`src/rtl/serial_tx_bit_clocked.sv`:
```
// serial_tx_bit_clocked: LSB-first serial transmitter paced by rising edges of a divided bit clock
module serial_tx_bit_clocked #(
  parameter int DATA_WIDTH = 8,
  parameter int STOP_BITS = 1
) (
  input  logic                  old_clock,
  input  logic                  reset,
  input  logic                  bit_clock,
  input  logic [DATA_WIDTH-1:0] tx_data,
  input  logic                  tx_valid,
  output logic                  tx_ready,
  output logic                  tx_out,
  output logic                  busy,
  output logic                  frame_done
);
  localparam int IW = DATA_WIDTH > 1 ? $clog2(DATA_WIDTH) : 1;
  typedef enum logic [2:0] {IDLE, SYNC, START, DATA, STOP} state_t;
  state_t state, state_n;
  logic [DATA_WIDTH-1:0] shift, shift_n;
  logic [IW-1:0] idx, idx_n;
  logic stop_cnt, stop_n, tx_n, done_n, bit_clock_q, bit_tick;
  assign bit_tick = bit_clock & ~bit_clock_q;
  assign tx_ready = state == IDLE;
  assign busy = state != IDLE;
  always_ff @(posedge old_clock or negedge reset) begin
    if (!reset) begin
      state <= IDLE;
      shift <= '0;
      idx <= '0;
      stop_cnt <= 1'b0;
      tx_out <= 1'b1;
      frame_done <= 1'b0;
      bit_clock_q <= 1'b1;
    end else begin
      state <= state_n;
      shift <= shift_n;
      idx <= idx_n;
      stop_cnt <= stop_n;
      tx_out <= tx_n;
      frame_done <= done_n;
      bit_clock_q <= bit_clock;
    end
  end
  always_comb begin
    state_n = state;
    shift_n = shift;
    idx_n = idx;
    stop_n = stop_cnt;
    tx_n = tx_out;
    done_n = 1'b0;
    case (state)
      IDLE: begin
        tx_n = 1'b1;
        if (tx_valid) begin
          state_n = SYNC;
          shift_n = tx_data;
        end
      end
      SYNC: if (bit_tick) begin
        state_n = START;
        tx_n = 1'b0;
      end
      START: if (bit_tick) begin
        state_n = DATA;
        tx_n = shift[0];
        idx_n = '0;
      end
      DATA: if (bit_tick) begin
        if (idx == IW'(DATA_WIDTH - 1)) begin
          state_n = STOP;
          tx_n = 1'b1;
          stop_n = 1'b0;
        end else begin
          shift_n = shift >> 1;
          tx_n = shift_n[0];
          idx_n = idx + 1'b1;
        end
      end
      STOP: if (bit_tick) begin
        if (stop_cnt == 1'(STOP_BITS - 1)) begin
          state_n = IDLE;
          done_n = 1'b1;
        end else begin
          stop_n = 1'b1;
        end
      end
      default: state_n = IDLE;
    endcase
  end
endmodule

```
`config.mk`:
```
export PLATFORM = sky130hd
export DESIGN_NAME = serial_tx_bit_clocked
export DESIGN_NICKNAME = d
export VERILOG_FILES = /design/src/rtl/serial_tx_bit_clocked.sv
export SDC_FILE = /design/constraint.sdc
export NUM_CORES = 1
export LEC_CHECK = 0
export CAP_MARGIN = 40
export CORE_AREA = 3 3 52 54
export CTS_BUF_LIST = sky130_fd_sc_hd__clkbuf_8
export CTS_CLUSTER_SIZE = 24
export DETAILED_ROUTE_END_ITERATION = 12
export DIE_AREA = 0 0 55 57
export HOLD_SLACK_MARGIN = 0.08
export PLACE_DENSITY = 0.64
export SLEW_MARGIN = 20
export SYNTH_ARGS = -nofsm -noshare
export SYNTH_HDL_FRONTEND = slang
export SYNTH_SLANG_ARGS = --single-unit
```
`constraint.sdc`:
```
create_clock -name old_clock -period 3.5 [get_ports old_clock]
set_clock_uncertainty 0.1 [all_clocks]
set_input_delay 0.35 -clock old_clock [delete_from_list [all_inputs] [get_ports old_clock]]
set_output_delay 0.35 -clock old_clock [all_outputs]
set_load 0.05 [all_outputs]
```
Word level (Yosys, flattened, before mapping)
Index checks and enable logic that the tools add are counted.

Register bits: 18. Output and inout port bits: 4. Word-level logic and storage cells: 63.

$add $sub $neg: 1. Eq/ne operators: 13. Multiplexer cells: 29. Bitwise logic cells: 2. Reduce and logical (&&, ||, !) cells: 11.

Operator list (number): two-way mux 3 bit (10); two-way mux 8 bit (3); != test 2 bit, second input constant (8); one-hot mux 8 bit (2 select lines) (1); AND reduction 4 bit (4); one-hot mux 3 bit (5 select lines) (1); two-way mux 1 bit (11); AND reduction 7 bit (1); equality test 3 x 2 -> 1 bit, second input constant (2); equality test 3 bit, second input constant (2); one-hot mux 3 bit (2 select lines) (1); nonzero test 2 bit (3); one-hot mux 1 bit (4 select lines) (1); nonzero test 4 bit (1); adder 3 x 1 -> 3 bit, second input constant (1); equality test 3 x 1 -> 1 bit, second input constant (1); zero test 3 bit (1); nonzero test 3 bit (1); one-hot mux 1 bit (2 select lines) (1); AND 1 bit (1); NOT 1 bit (1).

Longest topological paths before layout
Gate-level depths: netlist of run 1.

Depth after elaboration: 4. Gate-level depth with buffers: 5. Gate-level depth less buffers: 5.

Worst setup path before layout of run 1
No wires, ideal clock.

Path kind: reg2reg. Start: reg idx[0]. End: reg shift[0]. Arrival time: 1.716 ns. Path slack: 1.559 ns. Cell stages (with the launch flop): 6. Buffers on the path: 0. Cells stage by stage: dfrtp_1 > ha_1 > ha_1 > or3b_1 > o2bb2ai_4 > mux2_2.

Word-level cells in the longest chain between the ends: 3.

RTL lines: from (decl) (RTL line 20) `logic [IW-1:0] idx, idx_n;`; from (signal assigned) (RTL line 37) `idx <= idx_n;`; equality test 3 bit (RTL line 69) `if (idx == IW'(DATA_WIDTH - 1)) begin`; != test 2 bit (no source line); AND reduction 4 bit (no source line); to (signal assigned) (RTL line 36) `shift <= shift_n;`; to (decl) (RTL line 19) `logic [DATA_WIDTH-1:0] shift, shift_n;`.

Every way passes these cells. A chain may end at the register's enable or synchronous reset.

Worst setup path in the final report of run 1
Start: reg state[0]. End: out tx_ready.

Word-level cells in the longest chain between the ends: 1.

RTL lines: from (decl) (RTL line 18) `state_t state, state_n;`; from (signal assigned) (RTL line 35) `state <= state_n;`; zero test 3 bit (RTL line 23) `assign tx_ready = state == IDLE;`; to (decl) (RTL line 11) `output logic tx_ready,`.

Every way passes these cells.

==> results of run 1 <==
==> critical path, delay by kind of cell, from the launching register on <==
| kind | cells | cell delay [ns] |
|---|---|---|
| buffers and inverters | 2 | 0.88 |
| flip-flops | 1 | 0.52 |
| AND/OR/NAND/NOR | 1 | 0.45 |
==> power by group <==
part / internal [uW] / leakage (uW) / switching (uW)
Combinational: 190 / 0.000249 / 142
Sequential: 275 / 0.000205 / 67.3
Clock: 78.8 / 0.0000255 / 64.0
==> area by class of cell <==
cell class,instances,area (um2),share of cell area (%)
inverters,2,8.76,0.770
clock buffers,3,41.3,3.63
clock inverters,1,5.00,0.440
flip-flops and latches,17,428,37.6
multi-input cells,54,458,40.3
repair buffers,16,161,14.2
well taps,28,35.0,3.08
==> path summary, 6_finish.rpt <==
path | slack (ns) | start | cells after the start | endpoint
setup / recovery | 0.96 | state[0] | 3 | tx_ready
setup reg to reg | 1.39 | idx[0] | 5 | shift[0]
max in group asynchronous | 2.76 | reset | 2 | tx_out
hold reg to reg | 0.41 | shift[3] | 1 | shift[3]
hold / removal | 0.31 | reset | 2 | shift[3]
min in group old_clock | 0.41 | shift[3] | 1 | shift[3]
==> kinds of logic after synthesis <==
group	Yosys count
AOI/OAI and AO/OA	11
adders and majority gates	3
buffers and inverters	6
DFF	17
muxes	15
and+or+nand+nor	25
==> per-layer routing <==
metal  vias up  global-route usage [%]  wire (um)
met2        16                    15.7        652
met1       282                    15.3        796
li1        314                       -          -
met4         0                    4.17         19
met5         -                       0          0
met3         2                    1.83         68
==> sequential cells by signal, summed over array words and instances (netlist names) <==
| register | count |
|---|---|
| idx | 3 |
| state | 3 |
| frame_done | 1 |
| bit_clock_q | 1 |
| tx_out | 1 |
| shift | 8 |
==> metrics by stage <==
step	util, %	total power (uW)
floorplan	-	625
finish	50.4	817
global route	50.4	875
global placement	47.9	672
detailed placement	47.9	679
CTS	49.9	826
==> layout by cell type (no fill, tap or decap), drive strengths merged <==
cell           instances
nor3                   1
nor3b                  1
nand3b                 1
nor2b                  2
o21ai                  3
clkdlybuf4s50         15
nor2                   1
nand2                  5
and4                   1
o22ai                  1
nand3                  5
ha                     3
or3b                   1
and3                   1
o2bb2ai                1
inv                    1
o21bai                 1
dfstp                  2
a22o                   1
a21oi                  2
clkbuf                 3
nand4bb                2
dfrtp                 15
mux2                  15
or3                    1
a311oi                 1
clkinv                 2
nand2b                 2
a211oi                 1
or4b                   1
buf                    1
==> key figures, run 1 <==
Placed design
  – PortBufs: 15
  – GP Congestion: 0.806
  – Post-Place Cell Area: 1080 um2
  – Worst slack at placement: 1.22 ns
  – Post-DP HPWL: 1120 um
  – Dpl cells: 116

STA
  – Fin. Hold Viols: 0
  – RSZ-0062 raised after global routing: false
  – Slew @ Worst Pin: 0.507 ns
  – Final Max Tran Viols: 0
  – Final Hold Slack: 0.306 ns
  – Fin worst setup slack: 0.963 ns
  – Final setup vio count: 0
  – Fin crit share: 72.5%
  – Rel. slew slack: 66.1%
  – Fin crit period: 2.54 ns
  – Fin Setup TNS: 0 ns
  – Fmax: 394 MHz

Finish
  – Layout net count: 109
  – Layout area overhead: 23.5%
  – Post-route insts no fill: 121
  – Layout cells sized above 1: 26.9%
  – Fillcell total: 221
  – N_diodes: 0
  – Design Area, Final: 1140 um2

Worst setup path
  – CP max stage delay: 0.80 ns
  – Worst path cell trace: or3_4, clkinv_2, clkdlybuf4s50_1
  – Crit-path slowest cell: clkdlybuf4s50_1
  – Arr. time, crit path: 2.09 ns
  – CP max FO: 14
  – CP Launch Type: flip-flop
  – Crit. End Element: primary output
  – Crit Path Category: flip-flop to primary output
  – Critical Path RT: 3.05 ns

Logic synthesis
  – Mapped cell area: 921 um2
  – Syn. warnings: 0
  – Post-Synth Adder-Cell Area: 4.08%
  – FF+latch count, synth: 17
  – Top post-synthesis cells by area: dfrtp_1 (41%), mux2_2 (18%), dfstp_2 (5.7%), ha_1 (4.1%), o2bb2ai_4 (3.0%)
  – Synth area leader: dfrtp_1
  – Xor/xnor cell area share of the yosys netlist: 0%
  – Mapped Nets: 92
  – Post-synth EDFFs: 0
  – Post-Synth Simple-Gate Area: 17.4%
  – Avg Cell Area, Syn: 12.0 um2
  – Synth cell types: 31
  – Most used flip-flop cell after synthesis: dfrtp_1
  – Sequential fraction of the synthesis area: 46.5%
  – Post-synth top area share: 40.8%
  – Top post-synthesis cells by count: dfrtp_1 (15), mux2_2 (15), nand2_1 (5), nand3_1 (5)
  – Ys async rst share: 100%
  – Post-synthesis mux area share: 18.3%
  – Main combinational cell family by area after synthesis: multiplexers
  – Post-Syn Instances: 77
  – Area fraction in compound gates after synthesis: 9.92%

Clocking
  – Root buffer cell: clkbuf_8
  – Clock sinks: 17
  – Clk Latency, worst-skew pair: 0.25 ns
  – Htree depth: 1
  – Clock Path Buffers: 2
  – Clk pin slew, worst setup/hold paths: 0.07 ns
  – Total CTS buffers: 3
  – CTS tree: built
  – CTS resizes: 0
  – Post-CTS Setup Inserts: 0
  – # hold bufs at CTS: 0

GRT
  – Initial antenna violation count: 0
  – Vias in the first global route: 576
  – Overflow after GRT: 0
  – First-pass GRT wire length: 2520 um
  – GRT Util Overall: 10.6%
  – Largest net degree at the start of global routing: 18

Floorplanning
  – Core area: 2250 um2
  – Initial core utilization: 40.8%
  – Die Ht: 57 um
  – Die W: 55 um
  – Rows: 17
  – I/O pin count: 16
  – Die Area: 3140 um2

Route
  – Vias per cell: 5.07
  – Initial DRC Count: 15
  – Iteration count of the initial detailed-routing pass: 4
  – DRC viols: 0
  – WL/cell: 12.7 um
  – Post-Route WL: 1540 um
  – Routed Antenna Nets: 0
  – DR vias: 614

Flow run
  – Number of max-cap violations: 0

Power and ir drop
  – PwrDens: 719 nW/um2
  – Max VDD drop: 393 uV
  – Leakage power: 0.000480 uW

Run status
  – Status: finished, final reports clean

Hold path
  – Min-delay worst type: input port to asynchronous set/reset pin
No activity file was read; power rests on OpenSTA's default activity.
==> run 2, diff against run 1 <==
--- a/config.mk
+++ b/config.mk
@@ -12,7 +12,7 @@
 export DETAILED_ROUTE_END_ITERATION = 12
 export DIE_AREA = 0 0 55 57
 export HOLD_SLACK_MARGIN = 0.08
-export PLACE_DENSITY = 0.64
+export PLACE_DENSITY = 0.66
 export SLEW_MARGIN = 20
 export SYNTH_ARGS = -nofsm -noshare
 export SYNTH_HDL_FRONTEND = slang
==> constraint.sdc (replaced) <==
create_clock -name old_clock -period 2.1 [get_ports old_clock]
set_clock_uncertainty 0.1 [all_clocks]
set_input_delay 0.21 -clock old_clock [delete_from_list [all_inputs] [get_ports old_clock]]
set_output_delay 0.21 -clock old_clock [all_outputs]
set_load 0.05 [all_outputs]
==> run 2 against run 1 <==
Effect of this change: sequential share of layout area down 1.6 points; setup slack got worse by 0.90 ns; first-iteration DRC count is 20% higher; cell count grew 4.1%; register-to-register slack worse by 1.3 ns; routed wire length is 9.4% higher; largest power group is now combinational cells.
==> key figures, run 2 (synthesized netlist as in run 1, its figures left out) <==
Worst setup path
  – Crit Path Category: flip-flop to flip-flop
  – Arr. time, crit path: 2.08 ns
  – Reg-to-reg setup timing slack: 0.06 ns
  – Crit. End Element: flip-flop
  – CP Launch Type: flip-flop
  – Reg2reg end: shift[1]
  – CP max FO: 8
  – Reg2reg path depth: 5
  – Critical Path RT: 2.14 ns
  – RR Startpoint: idx[0]

Clocking
  – Total CTS buffers: 3
  – CTS tree: built
  – Clk Latency, worst-skew pair: 0.25 ns
  – CTS resizes: 0
  – # hold bufs at CTS: 0
  – Clock Path Buffers: 2
  – Clk pin slew, worst setup/hold paths: 0.07 ns
  – Htree depth: 1
  – Root buffer cell: clkbuf_8
  – Clock sinks: 17
  – Post-CTS Setup Inserts: 0

Floorplanning
  – Rows: 17
  – Die W: 55 um
  – Core area: 2250 um2
  – Die Area: 3140 um2
  – I/O pin count: 16
  – Die Ht: 57 um
  – Initial core utilization: 40.8%

Power and ir drop
  – Leakage power: 0.000508 uW
  – Part of the power in registers: 37.6%
  – PwrDens: 1210 nW/um2
  – Combinational share of power: 45.7%
  – Internal power: 958 uW
  – Sw Share: 33.3%
  – Clock power share: 16.7%
  – Max VDD drop: 650 uV
  – Total power draw: 1440 uW
  – P_sw: 478 uW

STA
  – Fin Setup TNS: 0 ns
  – Slew @ Worst Pin: 0.494 ns
  – Fin crit period: 2.04 ns
  – Fin crit share: 97.1%
  – Final setup vio count: 0
  – Fin. Hold Viols: 0
  – RSZ-0062 raised after global routing: true
  – Final Max Tran Viols: 0
  – Rel. slew slack: 67.0%
  – Fmax: 491 MHz
  – Final Hold Slack: 0.179 ns

Finish
  – Layout area overhead: 28.9%
  – Most frequent cells in the layout: dfrtp_1 (15), mux2_2 (14), clkdlybuf4s50_1 (13)
  – Reg with most FFs: shift
  – N_diodes: 0
  – Layout net count: 114
  – Layout cells sized above 1: 34.7%
  – Top Registers: shift (8), idx (3), state (3)
  – Number of flip-flops in the largest register: 8
  – Most common cell after layout, fill and taps aside: dfrtp_1
  – Post-route insts no fill: 126

Route
  – Initial DRC Count: 18
  – WL/cell: 13.3 um
  – DRC viols: 0
  – Iteration count of the initial detailed-routing pass: 4
  – Post-Route WL: 1680 um
  – Vias per cell: 5.17
  – DR vias: 651
  – Routed Antenna Nets: 0

GRT
  – Largest net degree at the start of global routing: 18
  – Vias in the first global route: 689
  – First-pass GRT wire length: 2860 um
  – Overflow after GRT: 0
  – GRT Util Overall: 12.5%
  – Initial antenna violation count: 0

Placed design
  – GP Congestion: 0.763
  – Dpl cells: 122
  – PortBufs: 15
  – Post-DP HPWL: 1250 um

Hold path
  – Min-delay worst type: input port to asynchronous set/reset pin

Flow run
  – Number of max-cap violations: 0

Run status
  – Status: finished, final reports clean
==> run 2: layout make-up <==
cell class	instances	area, um2
inverter	2	8.76
fill	215	1070
sequential	17	428
tap	28	35.0
multi-input combinational	54	467
timing repair buffer	21	203
clock inverter	1	5.00
clock buffer	3	41.3
==> run 2: worst max path at each step <==
stage / from / to / slack [ns] / cells after the start
after detailed placement: idx[0] / shift[3] / 0.06 / 5
after global routing: idx[0] / shift[5] / -0.01 / 5
final: idx[0] / shift[1] / 0.06 / 5
after global placement: idx[0] / shift[5] / 0.07 / 5
after floorplan: idx[0] / shift[0] / 0.16 / 5
after CTS: idx[0] / shift[3] / 0.05 / 5
==> run 2: worst max-delay path: stages, from the launching register on <==
cell and delay [ns]:
dfrtp_1 0.41, ha_2 0.20, ha_1 0.19, or3b_4 0.39, o2bb2ai_4 0.28, mux2_2 0.37
==> run 2: metrics by stage <==
stage | worst slack [ns] | instance area, um2 | util, %
2_1_floorplan | 0.159 | 921 | -
3_3_place_gp | 0.0696 | 1130 | 50.2
3_5_place_dp | 0.0627 | 1130 | 50.2
4_1_cts | 0.0504 | 1180 | 52.3
5_1_grt | -0.00954 | 1190 | 52.7
6_report | 0.0618 | 1190 | 52.7
==> run 2: layer usage <==
metal  share of wire [%]  wire [um]  up-vias  GRT usage, %
met5                   0          0        -             0
met4                 1.5         25        0          5.21
met3                 5.4         90        2          2.61
met2                  45        749       14          18.9
met1                  48        814      311          17.2
li1                    -          -      324             -
==> run 2: power groups by stage <==
stage                     combinational [uW]  sequential (uW)  clock [uW]
after floorplan                          480              561           0
after global routing                     725              562         263
after detailed placement                 645              547           0
final                                    656              540         240
after global placement                   632              539           0
after CTS                                652              541         251
==> run 3, diff against run 2 <==
--- a/config.mk
+++ b/config.mk
@@ -8,11 +8,13 @@
 export CAP_MARGIN = 40
 export CORE_AREA = 3 3 52 54
 export CTS_BUF_LIST = sky130_fd_sc_hd__clkbuf_8
+export CTS_CLUSTER_DIAMETER = 200
 export CTS_CLUSTER_SIZE = 24
 export DETAILED_ROUTE_END_ITERATION = 12
 export DIE_AREA = 0 0 55 57
 export HOLD_SLACK_MARGIN = 0.08
 export PLACE_DENSITY = 0.66
+export SKIP_LAST_GASP = 1
 export SLEW_MARGIN = 20
 export SYNTH_ARGS = -nofsm -noshare
 export SYNTH_HDL_FRONTEND = slang
==> results of run 3 <==
No change in the layout: final DEF, timing and power equal those of run 2.
